`config.mk`:
```
export PLATFORM = sky130hd
export DESIGN_NAME = ps2_dev_tx
export DESIGN_NICKNAME = d
export VERILOG_FILES = /design/src/rtl/ps2_dev_tx.sv
export SDC_FILE = /design/constraint.sdc
export NUM_CORES = 1
export LEC_CHECK = 0
export CORE_MARGIN = 1.5
export CORE_UTILIZATION = 37
export DETAILED_ROUTE_END_ITERATION = 12
export PLACE_DENSITY = 0.54
export SLEW_MARGIN = 10
export SYNTH_ARGS = -nofsm -noshare
export SYNTH_HDL_FRONTEND = slang
export SYNTH_SLANG_ARGS = --single-unit
```
`constraint.sdc`:
```
create_clock -name clk -period 5.8 [get_ports clk]
set_input_delay 1.16 -clock clk [delete_from_list [all_inputs] [get_ports clk]]
set_output_delay 1.16 -clock clk [all_outputs]
set_load 0.05 [all_outputs]
```
`src/rtl/ps2_dev_tx.sv`:
```
// +----------------------------------------------------------------------------+
// | ps2_dev_tx : PS/2 device-side transmitter with word FIFO and host inhibit |
// | Revision   : 1.0                                                          |
// +----------------------------------------------------------------------------+
`default_nettype none

module ps2_dev_tx #(
  parameter int DATA_W     = 8,
  parameter int FIFO_DEPTH = 4,
  parameter int HALF_PER   = 50,
  parameter int PARITY_ODD = 1
) (
  input  logic              clk,
  input  logic              rst_n,
  input  logic              wr_en,
  input  logic [DATA_W-1:0] wr_data,
  input  logic              inhibit,
  output logic              ps2_clk,
  output logic              ps2_data,
  output logic              busy,
  output logic              full,
  output logic              empty,
  output logic              tx_done,
  output logic              overflow
);

  localparam int NBITS = DATA_W + 3;
  localparam int PTR_W = $clog2(FIFO_DEPTH);
  localparam int OCC_W = $clog2(FIFO_DEPTH + 1);
  localparam int CNT_W = $clog2(2 * HALF_PER);
  localparam int IDX_W = $clog2(NBITS);

  localparam logic [CNT_W-1:0] C_HALF_LAST  = CNT_W'(HALF_PER - 1);
  localparam logic [CNT_W-1:0] C_GUARD_LAST = CNT_W'(2 * HALF_PER - 1);
  localparam logic [IDX_W-1:0] C_IDX_LAST   = IDX_W'(NBITS - 1);
  localparam logic [OCC_W-1:0] C_FULL       = OCC_W'(FIFO_DEPTH);
  localparam logic             C_ODD        = (PARITY_ODD != 0);

  typedef enum logic [2:0] {
    S_IDLE  = 3'd0,
    S_HIGH  = 3'd1,
    S_LOW   = 3'd2,
    S_DONE  = 3'd3,
    S_GUARD = 3'd4
  } state_t;

  // FIFO storage and bookkeeping
  logic [DATA_W-1:0] mem_q [FIFO_DEPTH];
  logic [PTR_W-1:0]  wr_ptr_q, wr_ptr_d;
  logic [PTR_W-1:0]  rd_ptr_q, rd_ptr_d;
  logic [OCC_W-1:0]  count_q, count_d;
  logic              full_q, full_d;
  logic              empty_q, empty_d;
  logic              overflow_q, overflow_d;
  logic              do_push;
  logic              do_pop;

  // Serialiser
  state_t            state_q, state_d;
  logic [CNT_W-1:0]  cnt_q, cnt_d;
  logic [IDX_W-1:0]  idx_q, idx_d;
  logic [NBITS-1:0]  sh_q, sh_d;
  logic              ps2_clk_q, ps2_clk_d;
  logic              ps2_data_q, ps2_data_d;
  logic              busy_q, busy_d;
  logic              tx_done_q, tx_done_d;

  logic [DATA_W-1:0] head;
  logic              parity;
  logic [NBITS-1:0]  frame;

  assign head   = mem_q[rd_ptr_q];
  assign parity = (^head) ^ C_ODD;
  assign frame  = {1'b1, parity, head, 1'b0};

  // A write into a full FIFO survives only if the head leaves on the same edge.
  always_comb begin
    do_push    = wr_en && (!full_q || do_pop);
    overflow_d = wr_en && full_q && !do_pop;
    wr_ptr_d   = do_push ? wr_ptr_q + PTR_W'(1) : wr_ptr_q;
    rd_ptr_d   = do_pop  ? rd_ptr_q + PTR_W'(1) : rd_ptr_q;
    count_d    = count_q;
    case ({do_push, do_pop})
      2'b10:   count_d = count_q + OCC_W'(1);
      2'b01:   count_d = count_q - OCC_W'(1);
      default: count_d = count_q;
    endcase
    full_d  = (count_d == C_FULL);
    empty_d = (count_d == '0);
  end

  always_ff @(posedge clk) begin
    if (do_push) begin
      mem_q[wr_ptr_q] <= wr_data;
    end
  end

  always_comb begin
    state_d = state_q;
    cnt_d   = cnt_q;
    idx_d   = idx_q;
    sh_d    = sh_q;
    do_pop  = 1'b0;
    case (state_q)
      S_IDLE: begin
        if (!empty_q && !inhibit) begin
          state_d = S_HIGH;
          cnt_d   = '0;
          idx_d   = '0;
          sh_d    = frame;
        end
      end
      S_HIGH: begin
        if (inhibit) begin
          state_d = S_GUARD;
          cnt_d   = '0;
        end else if (cnt_q == C_HALF_LAST) begin
          state_d = S_LOW;
          cnt_d   = '0;
        end else begin
          cnt_d = cnt_q + CNT_W'(1);
        end
      end
      S_LOW: begin
        if (inhibit) begin
          state_d = S_GUARD;
          cnt_d   = '0;
        end else if (cnt_q == C_HALF_LAST) begin
          cnt_d = '0;
          if (idx_q != C_IDX_LAST) begin
            state_d = S_HIGH;
            idx_d   = idx_q + IDX_W'(1);
            sh_d    = {1'b1, sh_q[NBITS-1:1]};
          end else begin
            state_d = S_DONE;
          end
        end else begin
          cnt_d = cnt_q + CNT_W'(1);
        end
      end
      S_DONE: begin
        // The frame is already on the wire, so inhibit cannot cancel the pop.
        do_pop  = 1'b1;
        state_d = S_GUARD;
        cnt_d   = '0;
      end
      S_GUARD: begin
        if (inhibit) begin
          cnt_d = '0;
        end else if (cnt_q == C_GUARD_LAST) begin
          state_d = S_IDLE;
          cnt_d   = '0;
        end else begin
          cnt_d = cnt_q + CNT_W'(1);
        end
      end
      default: begin
        state_d = S_IDLE;
        cnt_d   = '0;
      end
    endcase

    ps2_clk_d  = (state_d != S_LOW);
    ps2_data_d = (state_d == S_HIGH || state_d == S_LOW) ? sh_d[0] : 1'b1;
    busy_d     = (state_d != S_IDLE);
    tx_done_d  = (state_d == S_DONE);
  end

  always_ff @(posedge clk or negedge rst_n) begin
    if (!rst_n) begin
      wr_ptr_q   <= '0;
      rd_ptr_q   <= '0;
      count_q    <= '0;
      full_q     <= 1'b0;
      empty_q    <= 1'b1;
      overflow_q <= 1'b0;
      state_q    <= S_IDLE;
      cnt_q      <= '0;
      idx_q      <= '0;
      sh_q       <= '1;
      ps2_clk_q  <= 1'b1;
      ps2_data_q <= 1'b1;
      busy_q     <= 1'b0;
      tx_done_q  <= 1'b0;
    end else begin
      wr_ptr_q   <= wr_ptr_d;
      rd_ptr_q   <= rd_ptr_d;
      count_q    <= count_d;
      full_q     <= full_d;
      empty_q    <= empty_d;
      overflow_q <= overflow_d;
      state_q    <= state_d;
      cnt_q      <= cnt_d;
      idx_q      <= idx_d;
      sh_q       <= sh_d;
      ps2_clk_q  <= ps2_clk_d;
      ps2_data_q <= ps2_data_d;
      busy_q     <= busy_d;
      tx_done_q  <= tx_done_d;
    end
  end

  assign ps2_clk  = ps2_clk_q;
  assign ps2_data = ps2_data_q;
  assign busy     = busy_q;
  assign full     = full_q;
  assign empty    = empty_q;
  assign tx_done  = tx_done_q;
  assign overflow = overflow_q;

endmodule

`default_nettype wire

```
Word-level counts from Yosys, hierarchy flattened:

Memories as Yosys holds them, arrays and structs flattened.
Index checks and enable logic that the tools add are counted.

* reductions and logical operators: 17
* add/subtract/negate cells: 6
* mux-type cells: 30
* eq/ne operators: 18
* bitwise logic cells: 1

Operator list (number)
* 11-bit 2-to-1 mux: 4
* 7-bit 2-to-1 mux: 5
* 11-bit case mux with 2 select lines: 1
* 3-bit 2-to-1 mux: 7
* 7-bit case mux with 3 select lines: 1
* 4-bit 2-to-1 mux: 4
* 3-bit case mux with 5 select lines: 1
* 3-bit by 2-bit == test with 1-bit output (second input constant): 4
* 2-bit != test (second input constant): 4
* 4-bit case mux with 2 select lines: 1
* 8-bit parity: 1
* 7-bit by 1-bit adder with 7-bit output (second input constant): 1
* 7-bit by 6-bit == test with 1-bit output (second input constant): 1
* 7-bit == test (second input constant): 1
* 3-bit by 1-bit == test with 1-bit output (second input constant): 2
* 3-bit == test (second input constant): 2
* 3-bit zero test: 2
* 3-bit case mux with 2 select lines: 1
* 5-bit AND reduction: 1
* 2-bit by 1-bit adder with 2-bit output (second input constant): 2
* 4-bit by 1-bit adder with 4-bit output (second input constant): 1
* 1-bit logical AND: 4
* 1-bit zero test: 4
* 1-bit 2-to-1 mux: 4
* other kinds (12): 13

* register bits after elaboration: 39
* input port bits: 12
* RAM bits: 32
* memories: 1

Memories
* mem_q: words 4, width 8, rd ports 1, clocked after Yosys merged registers in 0, write ports 1, line 48 `logic [DATA_W-1:0] mem_q [FIFO_DEPTH];`

Logic depth before layout (Yosys ltp):

Gate-level depths: netlist of the first run.

* word-level depth: 8
* depth in mapped cells: 12
* depth with buffers taken out: 12

Least setup slack after synthesis of the first run:

Ideal clock, no wire load.

* kind: in2reg
* start: in wr_en
* end: reg full_q, in the netlist full
* stages: 9
* slack: 3.205 ns
* arrival: 2.522 ns
* path buffers: 0
* data required time: 5.727 ns
* library setup time: 0.073 ns
* path through: and2_1 -> inv_1 -> ha_1 -> inv_1 -> fa_1 -> xor2_1 -> nor2_1 -> xor2_1 -> nor2b_1

* cells in the longest elaborated chain, start to end: 4

Ends and longest elaborated chain
* start: declaration: line 15 `input logic wr_en,`
* 1-bit logical AND *: line 78 `do_push = wr_en && (!full_q || do_pop);`
* 2-bit by 1-bit == test with 1-bit output / 2-bit == test (equally long branches): line 83 `case ({do_push, do_pop})`
* 3-bit case mux with 2 select lines *: line 83
* net count_d[2]: line 51 `logic [OCC_W-1:0] count_q, count_d;`
* 3-bit == test *: line 88 `full_d = (count_d == C_FULL);`
* net full_d: line 52 `logic full_q, full_d;`
* end signal: assignment: line 189 `full_q <= full_d;`
* end: declaration: line 52

Mark *: on every way through the listed nets, which the timed path passes. The rest lies on a longest branch.
A chain may end at the register's enable or synchronous reset.

Worst setup path after layout of the first run:

* start: reg empty_q, in the netlist empty
* end: out empty

RTL lines
* start: declaration: line 53 `logic empty_q, empty_d;`
* start signal: assignment: line 190 `empty_q <= empty_d;`
* end: declaration: line 22 `output logic empty,`

No word-level cell between the ends.

==> results of run 1 <==
logic make-up (layout without fill, tap and decap cells):
family          Yosys count  after routing  synth area share
flops                    71             71             0.605
compound gates           31             31            0.0736
fa+ha+maj                11             11            0.0441
buf+inv                  31             55            0.0449
mux                      12             12            0.0743
simple gates             64             64             0.110
xor+xnor                 18             18            0.0488
power by group:
group | total (µW) | switching (µW) | internal, µW
clock network | 449 | 201 | 247
registers | 735 | 65.4 | 670
logic | 355 | 205 | 150
cell usage after synthesis, types with 4 or more instances:
library cell	instances	area, µm²
a222oi_1	8	80.1
and3_1	6	37.5
clkbuf_1	4	15.0
dfrtp_1	25	626
dfstp_2	14	368
edfxtp_1	32	961
ha_1	9	113
inv_1	21	78.8
mux4_1	5	131
nand2_1	13	48.8
nand3_1	7	35.0
nor2_1	16	60.1
o21ai_0	7	35.0
xnor2_1	13	114
xor2_1	5	43.8
cells in the final DEF (no fill, tap or decap), types with 2 or more instances in the layout:
cell / count
a21o_1: 3
nor3_1: 2
and3_1: 6
mux4_1: 5
or2_2: 3
nor2_1: 16
xor2_1: 5
nand2_1: 13
clkdlybuf4s50_1: 17
o21bai_1: 2
nand2b_1: 3
clkbuf_8: 9
dfstp_2: 14
nand4b_1: 2
mux4_2: 3
inv_6: 3
o21ai_0: 7
nor2b_1: 2
nand3_1: 7
mux2i_1: 3
xnor2_1: 13
bufinv_16: 2
a222oi_1: 8
inv_1: 21
nor3b_1: 2
edfxtp_1: 32
ha_1: 9
dfrtp_1: 25
flip-flops by register name (all words and copies together), names as in the netlist, 2 cells and up:
| name | cells |
|---|---|
| cnt_q | 7 |
| rd_ptr_q | 2 |
| idx_q | 4 |
| wr_ptr_q | 2 |
| sh_q | 11 |
| count_q | 3 |
| state_q | 3 |
| mem_q | 32 |
path summary, 6_finish.rpt:
kind                             from  slack [ps]  cells past startpoint          to
hold reg to reg            count_q[2]         480                      1  count_q[2]
setup / recovery                empty        2870                      1       empty
setup reg to reg           state_q[1]        3220                     11        full
max in group asynchronous       rst_n        4310                      1    cnt_q[4]
hold / removal             count_q[2]         480                      1  count_q[2]
min in group asynchronous       rst_n         920                      1    cnt_q[1]
per-layer routing:
layer | global-route usage | up-vias | wire (µm)
met1 | 0.188 | 900 | 2740
met5 | 0 | - | 0
li1 | - | 906 | -
met4 | 0.0725 | 0 | 110
met3 | 0.0305 | 10 | 172
met2 | 0.190 | 28 | 2330
area by class of cell:
| cell class | instances | area share |
|---|---|---|
| clock buffers | 9 | 0.0335 |
| multi-input cells | 136 | 0.306 |
| flip-flops and latches | 71 | 0.528 |
| well taps | 105 | 0.0355 |
| inverters | 21 | 0.0213 |
| repair buffers | 18 | 0.0474 |
| clock inverters | 7 | 0.0277 |
stage by stage:
stage               instances  utilization  hold slack [ps]  worst slack (ps)
global placement          351        0.416              470              2600
finish                    367        0.443              484              2870
CTS                       367        0.443              486              2840
detailed placement        351        0.416              467              2550
global route              367        0.443              512              2770
floorplan                 238            -              446              3210
==> impl_results.rst, run 1 <==
.. list-table::
   :header-rows: 1

   * - Metric
     - Value
   * - Synthesis-stage register bit count
     - 71
   * - Family with the most delay on the worst path
     - buffers and inverters
   * - Post-route cell area
     - 3700 µm²
   * - Max Buffers Root-to-Sink
     - 2
   * - Max Cap Viol
     - 0
   * - Number of gates resized after CTS
     - 0
   * - Number of antenna diodes
     - 0
   * - Period utilisation layout
     - 0.505
   * - Area of all sequential standard cells
     - 1950 µm²
   * - Share of layout cells above drive strength 1
     - 0.160
   * - Cell chosen for the clock root
     - clkbuf_8
   * - Die Ht
     - 96.5 µm
   * - Arrival time at the worst endpoint
     - 1770 ps
   * - Number of input and output port buffers inserted
     - 18
   * - Post-CTS setup buffer count
     - 0
   * - Relative slew margins
     - 0.234
   * - Setup repair after global routing missed its margin
     - false
   * - Distinct cell type count of the synthesized netlist
     - 50
   * - Initial Util
     - 0.387
   * - Via count
     - 1844
   * - Category of the most critical setup path
     - reg -> out
   * - Synth-to-Final Area Change
     - 14.4%
   * - Average vias per placed instance
     - 5.02
   * - First-pass GRT wire length
     - 9030 µm
   * - Total power consumption of the routed design
     - 1540 µW
   * - Number of global-route vias before repair
     - 1812
   * - Final weighted congestion in routability-driven placement
     - 0.731
   * - Die outline area
     - 9300 µm²
   * - I/O pin cnt
     - 19
   * - Worst setup EP type
     - output port
   * - CP max stage cell
     - clkdlybuf4s50_1
   * - NumNets Final
     - 279
   * - Detail Placement HPWL
     - 3510 µm
   * - Wirelength per Cell
     - 14.6 µm
   * - Number of synthesized flops with an enable pin
     - 32
   * - Transition at the pin with the smallest max-transition slack
     - 1140 ps
   * - Combined area of the multi-input logic cells
     - 1130 µm²
   * - Critical Path, Cell by Cell
     - clkdlybuf4s50_1
   * - CTS tree
     - done
   * - Antenna violations before repair
     - 0
   * - Post-route ant nets
     - 0
   * - Post-Route Setup TNS
     - 0 ps
   * - Pins over their slew limit
     - 0
   * - # setup viols final
     - 0
   * - Fill cell total of the finished layout
     - 774
   * - Maximum VDD drop
     - 170 µV
   * - Startpoint kind of the worst setup timing path
     - register
   * - Floorplan die width
     - 96.5 µm
   * - Number of clock buffers inserted by TritonCTS
     - 9
   * - Std cell rows
     - 33
   * - Area after detailed placement
     - 3470 µm²
   * - Leakage power summed over all cells
     - 0.00147 µW
   * - Synth Warn #
     - 0
   * - Mapped Nets
     - 260
   * - Power per Cell Area
     - 416 nW/µm²
   * - Grt total ovfl
     - 0
   * - Hold/Removal Path Class
     - reg -> reg
   * - Async set-reset flop share out of synthesis
     - 0.549
   * - CP max FO
     - 6
   * - Clock net sink count
     - 71
   * - Prevailing post-synth register cell
     - edfxtp_1
   * - Number of DRC violations after detailed-routing iteration 0
     - 112
   * - Max incr delay on CP
     - 820 ps
   * - Final clock skew
     - 11.1 ps
   * - Highest attainable clock frequency
     - 0.342 GHz
   * - Clock-pin slew reported for the worst setup and hold paths after clock tree synthesis
     - 80 ps
   * - Status
     - complete, no violations
   * - First-pass DRT Iterations
     - 5
   * - Required arrival time at the worst endpoint
     - 4640 ps
   * - Post-CTS Hold Fix Bufs
     - 0
   * - Area of the core region
     - 8340 µm²
   * - Fraction of the yosys area taken by sequential cells
     - 0.605
   * - Endpoints failing hold
     - 0
   * - Detailed Route WL
     - 5360 µm
   * - Pin count of the biggest net entering global routing
     - 40
   * - Insertion delay to the later sink of the worst-skew pair
     - 350 ps
   * - Total standard cell area after synthesis
     - 3230 µm²
   * - Remaining DRCs
     - 0
   * - Clock H-tree levels
     - 3
   * - Final critical path time including I/O delays and setup
     - 2930 ps
   * - Per-instance average area after synthesis
     - 13.6 µm²
   * - Cells after synthesis
     - 238
   * - Count of buffer and inverter cells on the critical path
     - 1
   * - Total track usage
     - 0.133
No activity file was read; power rests on OpenSTA's default activity.
==> run 2: changes to the inputs <==
- clock period: 5.8 -> 2.75 ns (I/O delays scaled with it)
==> impl_results.rst, run 2 (same netlist as run 1, synthesis figures left out) <==
.. list-table::
   :header-rows: 1

   * - Metric
     - Value
   * - Clk network pwr share
     - 0.252
   * - Fill cell total of the finished layout
     - 776
   * - Cell chosen for the clock root
     - clkbuf_8
   * - Top Registers
     - mem_q (32), sh_q (11), cnt_q (7)
   * - Internal power
     - 2100 µW
   * - Final critical path time including I/O delays and setup
     - 2530 ps
   * - Number of gates resized after CTS
     - 0
   * - Post-CTS Hold Fix Bufs
     - 0
   * - Net Sw Power
     - 1030 µW
   * - Remaining DRCs
     - 0
   * - Grt total ovfl
     - 0
   * - Commonest cells after routing, fill and taps aside
     - 32 x edfxtp_1, 25 x dfrtp_1, 21 x inv_1, 17 x clkdlybuf4s50_1, 16 x nor2_1
   * - CTS tree
     - done
   * - Max Buffers Root-to-Sink
     - 2
   * - Max incr delay on CP
     - 550 ps
   * - Post-CTS setup buffer count
     - 0
   * - Most frequent standard cell in the layout excluding fill and tap cells
     - edfxtp_1
   * - Clock-pin slew reported for the worst setup and hold paths after clock tree synthesis
     - 80 ps
   * - Average vias per placed instance
     - 4.95
   * - Largest register by flop count
     - mem_q
   * - Power per Cell Area
     - 846 nW/µm²
   * - Area of the core region
     - 8340 µm²
   * - Category of the most critical setup path
     - reg -> reg
   * - CP max FO
     - 12
   * - Number of clock buffers inserted by TritonCTS
     - 9
   * - Relative slew margins
     - 0.419
   * - Share of layout cells above drive strength 1
     - 0.176
   * - Final clock skew
     - 12.3 ps
   * - Pin count of the biggest net entering global routing
     - 40
   * - Floorplan die width
     - 96.5 µm
   * - Detailed Route WL
     - 5470 µm
   * - Die outline area
     - 9300 µm²
   * - Synth-to-Final Area Change
     - 14.4%
   * - Total track usage
     - 0.136
   * - Number of input and output port buffers inserted
     - 18
   * - Post-Route Setup TNS
     - 0 ps
   * - Hold/Removal Path Class
     - in -> async
   * - Sw Ratio
     - 0.329
   * - Std cell rows
     - 33
   * - Transition at the pin with the smallest max-transition slack
     - 872 ps
   * - Via count
     - 1843
   * - Worst setup EP type
     - register
   * - Max FFs per register
     - 32
   * - Clock net sink count
     - 71
   * - Number of antenna diodes
     - 0
   * - Area after detailed placement
     - 3510 µm²
   * - Max Cap Viol
     - 0
   * - Instance count after placement with tap cells included
     - 356
   * - Initial Util
     - 0.387
   * - Pins over their slew limit
     - 0
   * - Status
     - complete, no violations
   * - Final weighted congestion in routability-driven placement
     - 0.701
   * - Insertion delay to the later sink of the worst-skew pair
     - 350 ps
   * - Maximum VDD drop
     - 341 µV
   * - Arrival time at the worst endpoint
     - 2780 ps
   * - Antenna violations before repair
     - 0
   * - Clock H-tree levels
     - 3
   * - CP max stage cell
     - dfrtp_1
   * - Die Ht
     - 96.5 µm
   * - Detail Placement HPWL
     - 3620 µm
   * - First-pass DRT Iterations
     - 4
   * - Period utilisation layout
     - 0.920
   * - Total power consumption of the routed design
     - 3130 µW
   * - Highest attainable clock frequency
     - 0.395 GHz
   * - Sequential share of power
     - 0.493
   * - Number of DRC violations after detailed-routing iteration 0
     - 93
   * - NumNets Final
     - 284
   * - Final non-filler cell total
     - 372
   * - Endpoints failing hold
     - 0
   * - Wirelength per Cell
     - 14.7 µm
   * - Number of global-route vias before repair
     - 1828
   * - First-pass GRT wire length
     - 9280 µm
   * - Post-route cell area
     - 3700 µm²
   * - Number of cells on the worst reg-to-reg path
     - 11
   * - Critical Path, Cell by Cell
     - nand2_1 > or2_2 > nand2_1 > and2_1 > inv_1 > ha_1 > inv_1 > fa_1 > mux2i_1 > or2_2 > nor2b_1
   * - Leakage power summed over all cells
     - 0.00148 µW
   * - Required arrival time at the worst endpoint
     - 3000 ps
   * - Part of the power in combinational logic
     - 0.255
   * - Setup repair after global routing missed its margin
     - false
   * - # setup viols final
     - 0
   * - Startpoint kind of the worst setup timing path
     - register
   * - I/O pin cnt
     - 19
   * - Post-route ant nets
     - 0
-- run 2: changes by cell type in the layout (fill, tap and decap cells not counted) --
cell | previous run | this run
inv_8 | 0 | 1
clkinv_4 | 1 | 2
bufinv_16 | 2 | 0
buf_4 | 0 | 5
-- run 2: power groups by stage --
| stage | registers [µW] | logic, µW | clock network, µW |
|---|---|---|---|
| floorplan | 1590 | 543 | 0 |
| global placement | 1560 | 804 | 0 |
| detailed placement | 1560 | 808 | 0 |
| CTS | 1540 | 808 | 819 |
| global route | 1570 | 905 | 856 |
| finish | 1540 | 798 | 789 |
-- run 2: routing by layer --
layer / track usage / wire [µm] / part of all wire
met5: 0 / 0 / 0
met4: 0.0725 / 135 / 0.025
met3: 0.0305 / 151 / 0.028
met2: 0.192 / 2360 / 0.43
met1: 0.193 / 2830 / 0.52
-- run 2: worst paths after layout --
path / slack, ps / start / to
setup / recovery: 220 / state_q[0] / full
hold / removal: 310 / rst_n / cnt_q[0]
setup reg to reg: 220 / state_q[0] / full
hold reg to reg: 490 / count_q[2] / count_q[2]
max in group asynchronous: 1890 / rst_n / overflow
min in group clk: 490 / count_q[2] / count_q[2]
-- run 2: per-stage QoR --
stage               setup WS [ps]   util  hold slack [ps]
finish                        221  0.443              312
global route                 39.0  0.443              394
CTS                           233  0.443              346
detailed placement           94.7  0.421              469
global placement              194  0.421              471
floorplan                     454      -              254
-- run 2: worst max-delay path: cells and delay by family (launching register included) --
family,cells,cell delay (ps)
and+or+nand+nor,6,950
muxes,1,170
adders and majority gates,2,630
DFF,1,550
buffers and inverters,2,130
-- run 2: final cells by class --
class                   instances  area (µm²)  area share
clock buffers                   9         124      0.0335
inverters                      21        78.8      0.0213
flip-flops and latches         71        1950       0.529
multi-input cells             136        1130       0.306
clock inverters                 7        62.6      0.0169
repair buffers                 23         213      0.0575
well taps                     105         131      0.0355
